<file path="src/rtl/demux_1x8_deser.sv">
// Serial-to-parallel collector / 1:WIDTH bit demultiplexer, LSB (lane 0) first,
// with a valid/ready parallel output. Optional parity lane via DEMUX_PARITY_EN.
module demux_1x8_deser #(
    parameter int WIDTH = 8,
`ifdef DEMUX_PARITY_EN
    localparam int IDX_W = $clog2(WIDTH + 1)
`else
    localparam int IDX_W = $clog2(WIDTH)
`endif
) (
    input  logic             clk,
    input  logic             rst,
    input  logic             bit_in,
    input  logic             bit_valid,
    input  logic             bit_sync,
    output logic             bit_ready,
    output logic [WIDTH-1:0] par_out,
    output logic             par_valid,
    input  logic             par_ready,
    output logic [IDX_W-1:0] bit_idx,
    output logic             frame_err
`ifdef DEMUX_PARITY_EN
    ,
    output logic             par_perr
`endif
);

    localparam logic [0:0] ST_COLLECT = 1'b0;
    localparam logic [0:0] ST_FULL    = 1'b1;

`ifdef DEMUX_PARITY_EN
    localparam logic [IDX_W-1:0] LAST_IDX = IDX_W'(WIDTH);
`else
    localparam logic [IDX_W-1:0] LAST_IDX = IDX_W'(WIDTH - 1);
`endif

    logic [0:0]       r_state;
    logic [WIDTH-1:0] r_collect;
    logic [WIDTH-1:0] r_par_out;
    logic             r_par_valid;
    logic             r_frame_err;
    logic [IDX_W-1:0] r_idx;

    logic             w_bit_ready;
    logic             w_accept;
    logic             w_slot_free;
    logic             w_resync;
    logic             w_last;
    logic             w_load_new;
    logic             w_release;
    logic [WIDTH-1:0] w_collect_nxt;

    assign w_bit_ready = !rst && (r_state == ST_COLLECT);
    assign w_accept    = bit_valid && w_bit_ready;
    assign w_slot_free = !r_par_valid || par_ready;
    assign w_resync    = w_accept && bit_sync && (r_idx != '0);
    assign w_last      = w_accept && !w_resync && (r_idx == LAST_IDX);
    assign w_load_new  = w_last && w_slot_free;
    assign w_release   = (r_state == ST_FULL) && r_par_valid && par_ready;

    // Lane write; in parity mode the parity index matches no data lane.
    always_comb begin
        w_collect_nxt = r_collect;
        for (int unsigned i = 0; i < WIDTH; i++) begin
            if (r_idx == IDX_W'(i)) begin
                w_collect_nxt[i] = bit_in;
            end
        end
    end

`ifdef DEMUX_PARITY_EN
    logic r_perr;
    logic r_held_perr;
    logic w_word_perr;

    assign w_word_perr = (^r_collect) ^ bit_in;

    always_ff @(posedge clk) begin
        if (rst) begin
            r_perr      <= 1'b0;
            r_held_perr <= 1'b0;
        end else begin
            if (w_load_new) begin
                r_perr <= w_word_perr;
            end else if (w_release) begin
                r_perr <= r_held_perr;
            end
            if (w_last && !w_slot_free) begin
                r_held_perr <= w_word_perr;
            end
        end
    end

    assign par_perr = r_perr;
`endif

    always_ff @(posedge clk) begin
        if (rst) begin
            r_state     <= ST_COLLECT;
            r_collect   <= '0;
            r_par_out   <= '0;
            r_par_valid <= 1'b0;
            r_frame_err <= 1'b0;
            r_idx       <= '0;
        end else begin
            r_frame_err <= w_resync;

            if (w_load_new) begin
                r_par_out   <= w_collect_nxt;
                r_par_valid <= 1'b1;
            end else if (w_release) begin
                r_par_out   <= r_collect;
                r_par_valid <= 1'b1;
            end else if (r_par_valid && par_ready) begin
                r_par_valid <= 1'b0;
            end

            // A completed word that cannot be presented stays in r_collect while FULL.
            if (w_resync) begin
                r_collect <= WIDTH'(bit_in);
                r_idx     <= IDX_W'(1);
            end else if (w_last) begin
                r_collect <= w_collect_nxt;
                r_idx     <= '0;
                if (!w_slot_free) begin
                    r_state <= ST_FULL;
                end
            end else if (w_accept) begin
                r_collect <= w_collect_nxt;
                r_idx     <= r_idx + IDX_W'(1);
            end

            if (w_release) begin
                r_state <= ST_COLLECT;
            end
        end
    end

    assign bit_ready = w_bit_ready;
    assign par_out   = r_par_out;
    assign par_valid = r_par_valid;
    assign bit_idx   = r_idx;
    assign frame_err = r_frame_err;

endmodule
</file>
<file path="config.mk">
export PLATFORM = sky130hd
export DESIGN_NAME = demux_1x8_deser
export DESIGN_NICKNAME = d
export VERILOG_FILES = /design/src/rtl/demux_1x8_deser.sv
export SDC_FILE = /design/constraint.sdc
export NUM_CORES = 1
export LEC_CHECK = 0
export CORE_MARGIN = 1.5
export CORE_UTILIZATION = 46
export CTS_CLUSTER_SIZE = 16
export DETAILED_ROUTE_END_ITERATION = 6
export GPL_ROUTABILITY_DRIVEN = 0
export PLACE_DENSITY = 0.74
export SYNTH_ARGS = -nofsm -noshare
export SYNTH_HDL_FRONTEND = slang
export SYNTH_SLANG_ARGS = --single-unit
</file>
<file path="constraint.sdc">
create_clock -name clk -period 1.6 [get_ports clk]
set_clock_uncertainty 0.05 [all_clocks]
set_input_delay 0.32 -clock clk [delete_from_list [all_inputs] [get_ports clk]]
set_output_delay 0.32 -clock clk [all_outputs]
set_load 0.02 [all_outputs]
</file>
# After elaboration in Yosys (flattened, before gate mapping)
# Cells that the tools add are included.
[classes]
n_addsub = 1
n_eq_ne = 7
n_mux = 19
n_bitwise = 3
reduce_logical = 24
[ops]
columns = ["operator", "count"]
rows = [
  ["2-to-1 mux 8 bit", 4],
  ["2-to-1 mux 1 bit", 15],
  ["== test 3 bit, second input constant", 4],
  ["logical AND 1 bit", 10],
  ["nonzero test 3 bit", 3],
  ["== test 3 x 2 -> 1 bit, second input constant", 2],
  ["nonzero test 2 bit", 2],
  ["OR reduction 2 bit", 2],
  ["adder 3 x 1 -> 3 bit, second input constant", 1],
  ["== test 3 x 1 -> 1 bit, second input constant", 1],
  ["zero test 1 bit", 3],
  ["zero test 3 bit", 1],
  ["NOT 1 bit", 3],
  ["AND reduction 3 bit", 1],
  ["OR reduction 3 bit", 1],
  ["logical OR 1 bit", 1],
]
[word_totals]
regBits = 22
in_bits = 6
elab_cells = 62

# Depth between registers and ports, before layout
# Gate-level depths: netlist of run 1.
[logic_depth]
depth_word = 10
depth_mapped = 7

# Worst setup path after synthesis of run 1
# Ideal clock, no wire load.
[synth_path]
path_type = "register to register"
startpoint = "register r_idx[0], in the netlist bit_idx[0]"
endpoint = "register r_par_out[5], in the netlist par_out[5]"
t_arrival_ns = 1.718
required_time_ns = 1.464
setup_slack_ns = -0.254
path_stages_with_launch = 8
period_less_slack_ns = 1.854
cell_sequence = "dfxtp_1 > inv_1 > ha_1 > and2b_1 > o2111ai_4 > buf_2 > a211oi_1 > a211oi_1"
[synth_between]
elab_chain_len = 7
[synth_rtl]
columns = ["item", "line", "source"]
rows = [
  ["start, declared", "42", "logic [IDX_W-1:0] r_idx;"],
  ["start signal, assigned", "130", "r_idx <= r_idx + IDX_W'(1);"],
  ["nonzero test 3 bit", "56", "assign w_resync = w_accept && bit_sync && (r_idx != '0);"],
  ["logical AND 1 bit", "56", ""],
  ["zero test 1 bit", "57", "assign w_last = w_accept && !w_resync && (r_idx == LAST_IDX);"],
  ["logical AND 1 bit (2 in series)", "57", ""],
  ["logical AND 1 bit", "58", "assign w_load_new = w_last && w_slot_free;"],
  ["2-to-1 mux 8 bit or nonzero test 2 bit (tied branches)", "n/a", ""],
  ["end signal, assigned", "109", "r_par_out <= w_collect_nxt;"],
  ["end signal, assigned", "112", "r_par_out <= r_collect;"],
  ["end, declared", "39", "logic [WIDTH-1:0] r_par_out;"],
]
# Parallel ways exist; a longest one is shown, timed or not.
# A chain may end at the register's enable or synchronous reset.

# Final worst setup path of run 1
[layout_path]
startpoint = "register r_idx[0], in the netlist bit_idx[0]"
endpoint = "register r_par_out[3], in the netlist par_out[3]"
# The elaborated chain is that of the path after synthesis.

==> summary.txt, run 1 <==
Run status
  – Result of the run: finished, violations left
  – Violated checks: negative setup slack

STA
  – Unrepaired setup endpoints after global routing: yes
  – Slew Limit Fails: 0
  – Final period utilization: 106%
  – Actual slew at the worst max-slew pin: just under 0.4 ns
  – Achievable frequency: a little under 600 MHz
  – Minimum period implied by the final worst setup slack: roughly 1.7 ns
  – Post-route setup slack: -0.100 ns
  – Remaining max-slew budget at the tightest pin: 73.9%
  – Setup-violating endpoint count in the final report: 6
  – Number of endpoints with negative hold slack in the final report: 0

Floorplan
  – Initial Utilization: 50.2%
  – Die boundary height: around 53 um
  – DIE WIDTH: 53.1 um
  – Total die area: 0.00281 mm2
  – Row Count: 17
  – Boundary pin count: 20
  – Core region area: 0.00230 mm2

Placed design
  – HPWL after DPL: 1980 um
  – Number of buffers inserted by port buffering: 19
  – Total placed cells including tap cells: around 190
  – Cell area after placement: 0.00157 mm2

Route
  – Post-route ant nets: 0
  – Total number of vias: 1186
  – Sum of routed wire length over all layers: roughly 3600 um
  – Average detailed-routed wire length per instance: 17.9 um
  – First-iteration detailed-routing DRC count: 24
  – Via density per instance: 5.90
  – Post-detailed-route DRC marker count: 0
  – First-pass detailed-route iteration total: 4

Clock network
  – Clock-pin slew on the worst setup and hold paths: between 0.1 and 0.15 ns
  – H-tree level count: 1
  – Insertion delay of the later-clocked pin in the worst-skew pair: 0.32 ns
  – Cts hold-fix bufs: 0
  – Number of clock buffers inserted by TritonCTS: 3
  – Clock sink count: 22
  – CTS Root Buffer Type: clkbuf_4
  – Buffer levels on the longest clock path: 2
  – CTS tree: yes

Pwr
  – Leakage dissipation: between 0.7 and 0.8 nW
  – Cell area power density: 633 mW/mm2
  – Max VDD drop: 0.494 mV
  – Post-route total power: 1.15 mW

Logic synthesis
  – Gate Count Post-Synth: approximately 130
  – #FFs+latches synth: 22
  – Register area share after synthesis: 38.2%
  – Most used DFF post-synth: dfxtp_1
  – Syn Nets: 137
  – Synth async-reset ratio: 0%
  – Synth Warn #: 0
  – Distinct cells, synth: 29
  – Mean area per synthesized cell: roughly 9 um2
  – Summed instance area of the synthesized netlist: ~0.0012 mm2
  – Post-synth EDFFs: 0

Hold path
  – Worst hold path class: flop to flop
  – Hold worst-path end: r_collect[1]
  – Start point of the worst min-delay path: r_collect[1]
  – Hold path depth: 2

Run
  – Max capacitance violation total: 0

Worst setup path
  – Worst setup path startpoint: bit_idx[0]
  – Worst reg-to-reg setup slack: -0.10 ns
  – Worst setup SP type: flop
  – Cell count of the worst reg-to-reg path: 6
  – Startpoint of the worst-slack reg-to-reg timing path: bit_idx[0]
  – Buffers plus inverters on the worst setup path: 1
  – Slowest library cell on the worst path: dfxtp_4
  – Largest delay share family, worst path: flip-flops
  – Element type at the critical path end: flop
  – Endpoint of the worst-slack reg-to-reg timing path: par_out[3]
  – Max incr delay on CP: 0.41 ns
  – Critical Path RT: approximately 1.8 ns
  – Ordered cell list for the critical path: inv_4, ha_4, and2b_2, o2111ai_4, mux2_4, nor2_1
  – Max Fanout on Critical Path: 5
  – Crit Path Class: flop to flop
  – CP arrival: 1.91 ns

Finish
  – Post-layout instance count excluding filler cells: 201
  – Area growth from synthesis to final layout: 56.9%
  – Most common library cell in the layout ignoring fill and taps: buf_4
  – FILL cells: 155
  – Final core area utilization: approximately four fifths
  – Total Nets Final: 186
  – Total inserted antenna cells: 0
  – Final design instance area without fill: 0.00181 mm2
  – Most used cells in the layout excluding fill and tap cells: buf_4, dfxtp_1, dlygate4sd2_1
  – Layout cells sized above 1: 42.8%

Global route
  – Wire length of the first global-routing pass: 5200 um
  – Overall overflow remaining after global route: 0
  – Global-route usage over all layers: 25.4%
  – Initial antenna violation count: 0
  – Largest net degree at the start of global routing: 15
  – Vias in the first global route: 1108
worst max path at each step:
stage                     depth (start not counted)         end  slack [ns]
after floorplan                                   6  par_out[3]       0.002
after global placement                            3   bit_ready       -0.32
after detailed placement                          5  par_out[4]       -0.34
after CTS                                         6  par_out[3]       -0.06
after global routing                              6     r_state       -0.18
final                                             6  par_out[3]       -0.10
cells in the mapped netlist (all sizes together) (3+ instances only):
cell    instances  share of area [%]
dfxtp          22                 38
a211oi         16                 10
nor2           14                4.6
mux2i          11                9.6
nand2          10                3.3
ha              6                6.5
inv             6                2.0
a21oi           5                2.2
mux2            4                3.9
nor3            4                1.7
and3            3                1.6
buf             3                1.3
clkbuf          3               0.98
cell families after synthesis:
group | synth area share [%]
flip-flops | 38.2
buffers and inverters | 4.23
AND/OR/NAND/NOR | 18.5
adder cells (fa/ha/maj) | 6.51
AO/OA/AOI/OAI | 19.1
multiplexers | 13.5
worst reg2reg max path, cell delays in order, from the launching register on:
cell and delay (ns):
dfxtp_4 0.41, inv_4 0.04, ha_4 0.15, and2b_2 0.22, o2111ai_4 0.35, mux2_4 0.34
nor2_1 0.08
registers in the layout, indices dropped and copies added (netlist names):
| register | cells |
|---|---|
| r_state | 1 |
| bit_idx | 3 |
| par_out | 8 |
| frame_err | 1 |
| par_valid | 1 |
| r_collect | 8 |
final cells by class:
type | count | area, um2 | share of cell area, %
inverter | 6 | 25.0 | 1.38
sequential | 22 | 450 | 24.9
multi-input combinational | 93 | 850 | 47.0
timing repair buffer | 48 | 412 | 22.8
tap | 28 | 35.0 | 1.94
clock buffer | 4 | 36.3 | 2.01
through the flow:
step	setup WS [ns]	hold slack, ns	TNS (ns)
3_3_place_gp	-0.318	0.415	-4.83
6_report	-0.100	0.453	-0.387
5_1_grt	-0.181	0.462	-0.971
4_1_cts	-0.0574	0.448	-0.0977
3_5_place_dp	-0.343	0.431	-5.74
2_1_floorplan	0.00193	0.343	0
per-layer routing:
layer	share of wire (%)	vias up	track usage, %
met4	1.1	0	8.55
met2	49	45	40.8
li1	-	555	-
met1	44	579	34.3
met3	6.4	7	4.52
met5	0	-	0
report_power, final:
group          switching [mW]  internal [mW]
Clock                   0.184          0.139
Combinational           0.124          0.117
Sequential             0.0179          0.563
timing repair:
| action | CTS | global route |
|---|---|---|
| pin swaps | 6 | 9 |
| buffers inserted | 4 | 1 |
| resized for setup | 27 | 28 |
| endpoints found under the setup margin | 33 | 21 |
| endpoints found under the hold margin | 0 | 0 |
| gates cloned | 2 | 0 |
Power figures use the tool's default switching activity.
==> run 2: changes to the inputs <==
CORE_MARGIN = not set   (was 1.5)
GPL_ROUTABILITY_DRIVEN = not set   (was 0)
==> run 2 against run 1 <==
  * Sequential power is essentially flat
  * First-iteration DRC count shrank 25%
  * Sequential share of layout area grew 0.69 points
  * Non-clock buffer count shrank 3
  * Critical path depth is the same
  * The flow still finishes with violations (negative setup slack)
  * Largest cell class unchanged
  * Largest power group unchanged
  * Cell area shrank 2.7%
  * Combinational power shrank 12%
==> summary.txt, run 2 (same netlist as run 1, synthesis figures left out) <==
Global route
  – Vias in the first global route: 1081 (was 1108)
  – Most used routing layer in global routing: met2 (unchanged)
  – Overall overflow remaining after global route: 0 (unchanged)
  – Largest net degree at the start of global routing: 15 (unchanged)
  – Global-route usage over all layers: 26.0% (was 25.4%)
  – Met1 GRT Util: 32.6% (was 34.3%)
  – Met3 Use GR: 2.63% (was 4.52%)
  – Wire length of the first global-routing pass: 5130 um (was 5200 um)
  – Met2 Resource Use GR: 46.6% (was 40.8%)
  – Initial antenna violation count: 0 (unchanged)

Finish
  – Total Nets Final: 182 (was 186)
  – Most used cells in the layout excluding fill and tap cells: buf_4, dfxtp_1, dlygate4sd2_1 (unchanged)
  – Total inserted antenna cells: 0 (unchanged)
  – Most common library cell in the layout ignoring fill and taps: buf_4 (unchanged)
  – Area growth from synthesis to final layout: 52.7% (was 56.9%)
  – Layout cells sized above 1: 38.5% (was 42.8%)
  – Final design instance area without fill: 0.00176 mm2 (was 0.00181 mm2)

Run status
  – Violated checks: negative setup slack (unchanged)
  – Result of the run: finished, violations left (unchanged)

Floorplan
  – Boundary pin count: 20 (unchanged)
  – Core region area: 0.00228 mm2 (was 0.00230 mm2)
  – Total die area: 0.00271 mm2 (was 0.00281 mm2)
  – Initial Utilization: 50.6% (was 50.2%)
  – DIE WIDTH: 52.1 um (was 53.1 um)
  – Row Count: 17 (unchanged)
  – Die boundary height: 52.1 um (was 53.1 um)

Pwr
  – Psw: 0.318 mW (was 0.326 mW)
  – Max VDD drop: 0.488 mV (was 0.494 mV)
  – Combinational share of power: 17.2% (was 21.1%)
  – Pint: 0.916 mW (was 0.819 mW)
  – Cell area power density: 702 mW/mm2 (was 633 mW/mm2)
  – Post-route total power: 1.23 mW (was 1.15 mW)
  – Leakage dissipation: 0.777 nW (was 0.789 nW)
  – Clock network power share: 35.9% (was 28.2%)
  – Register share of total power: 46.9% (was 50.7%)
  – Switching share of total power: 25.8% (was 28.5%)

Worst setup path
  – Worst setup path startpoint: bit_idx[0] (unchanged)
  – Element type at the critical path end: flop (unchanged)
  – Worst setup SP type: flop (unchanged)
  – CP arrival: 1.91 ns (about the same)
  – Crit Path Class: flop to flop (unchanged)
  – Max Fanout on Critical Path: 5 (unchanged)
  – Startpoint of the worst-slack reg-to-reg timing path: bit_idx[0] (unchanged)
  – Critical Path RT: 1.82 ns (was 1.81 ns)

Clock network
  – Buffer levels on the longest clock path: 2 (unchanged)
  – Clock-pin slew on the worst setup and hold paths: 0.14 ns (about the same)
  – CTS Root Buffer Type: clkbuf_4 (unchanged)
  – Clock sink count: 22 (unchanged)
  – H-tree level count: 1 (unchanged)
  – Number of clock buffers inserted by TritonCTS: 3 (unchanged)
  – CTS tree: yes (unchanged)
  – Insertion delay of the later-clocked pin in the worst-skew pair: 0.32 ns (about the same)

Route
  – Average detailed-routed wire length per instance: 15.7 um (was 17.9 um)
  – Total number of vias: 1134 (was 1186)
  – First-iteration detailed-routing DRC count: 18 (was 24)
  – Sum of routed wire length over all layers: 3100 um (was 3610 um)
  – Post-route ant nets: 0 (unchanged)
  – Post-detailed-route DRC marker count: 0 (unchanged)
  – First-pass detailed-route iteration total: 4 (unchanged)
  – Via density per instance: 5.76 (was 5.90)

STA
  – Achievable frequency: 594 MHz (was 588 MHz)
  – Total negative slack for setup checks: -0.312 ns (was -0.387 ns)
  – Final period utilization: 105% (was 106%)
  – Worst hold-check slack: 0.419 ns (was 0.453 ns)
  – Slew Limit Fails: 0 (unchanged)
  – Number of endpoints with negative hold slack in the final report: 0 (unchanged)
  – Setup-violating endpoint count in the final report: 8 (was 6)
  – Unrepaired setup endpoints after global routing: yes (unchanged)
  – Post-route setup slack: -0.0837 ns (was -0.100 ns)
  – Remaining max-slew budget at the tightest pin: 75.3% (was 73.9%)
  – Actual slew at the worst max-slew pin: 0.369 ns (was 0.390 ns)
  – Minimum period implied by the final worst setup slack: 1.68 ns (was 1.70 ns)

Placed design
  – Number of buffers inserted by port buffering: 19 (unchanged)
  – Routability congestion estimate: around 0.79
  – Pre-CTS setup slack: -0.309 ns (was -0.343 ns)
  – Cell area after placement: 0.00155 mm2 (was 0.00157 mm2)
  – HPWL after DPL: 1900 um (was 1980 um)

Hold path
  – Start point of the worst min-delay path: bit_valid (was r_collect[1])
  – Worst hold path class: input port to flop (was flop to flop)

Run
  – Max capacitance violation total: 0 (unchanged)
-- run 2: worst paths after layout --
kind	to	slack, ns	depth (start not counted)
max	par_out[7]	-0.08	6
min reg2reg	r_collect[1]	0.44	2
max reg2reg	par_out[7]	-0.08	6
min	bit_idx[1]	0.42	3
-- run 2: power by group through the flow --
stage	clock network, mW	registers, mW	logic [mW]
finish	0.443	0.579	0.212
global route	0.469	0.581	0.231
CTS	0.447	0.578	0.182
detailed placement	0	0.589	0.177
global placement	0	0.588	0.174
floorplan	0	0.593	0.0866
-- run 2: metrics by stage --
| step | util [%] | std cells |
|---|---|---|
| 2_1_floorplan | - | 125 |
| 3_3_place_gp | 68.1 | 188 |
| 3_5_place_dp | 68.1 | 188 |
| 4_1_cts | 72.9 | 194 |
| 5_1_grt | 77.3 | 197 |
| 6_report | 77.3 | 197 |
-- run 2: per-layer routing --
metal  wire length, um  vias to the layer above
met1              1370                      555
met2              1590                       30
met3               121                        2
li1                  -                      547
met4                19                        0
met5                 0                        -
-- run 2: worst max-delay path, cell delays in order (launching register included) --
cell,delay [ns]
dfxtp_4,0.40
inv_4,0.04
ha_4,0.15
and2b_2,0.22
o2111ai_4,0.34
mux2_4,0.34
nor2_2,0.09
-- run 2: area by class of cell --
type	count	area, um2
multi-input cells	92	801
fillers	143	517
flip-flops and latches	22	450
repair buffers	45	395
well taps	28	35.0
clock inverters	1	30.0
inverters	6	25.0
clock buffers	3	22.5
-- run 2: repair_timing --
| item | CTS | global route |
|---|---|---|
| hold buffers | 0 | 0 |
| gates cloned | 1 | 0 |
| setup buffers | 1 | 3 |
| pin swaps | 5 | 5 |
| endpoints found under the setup margin | 31 | 21 |
| gates resized for setup | 29 | 19 |
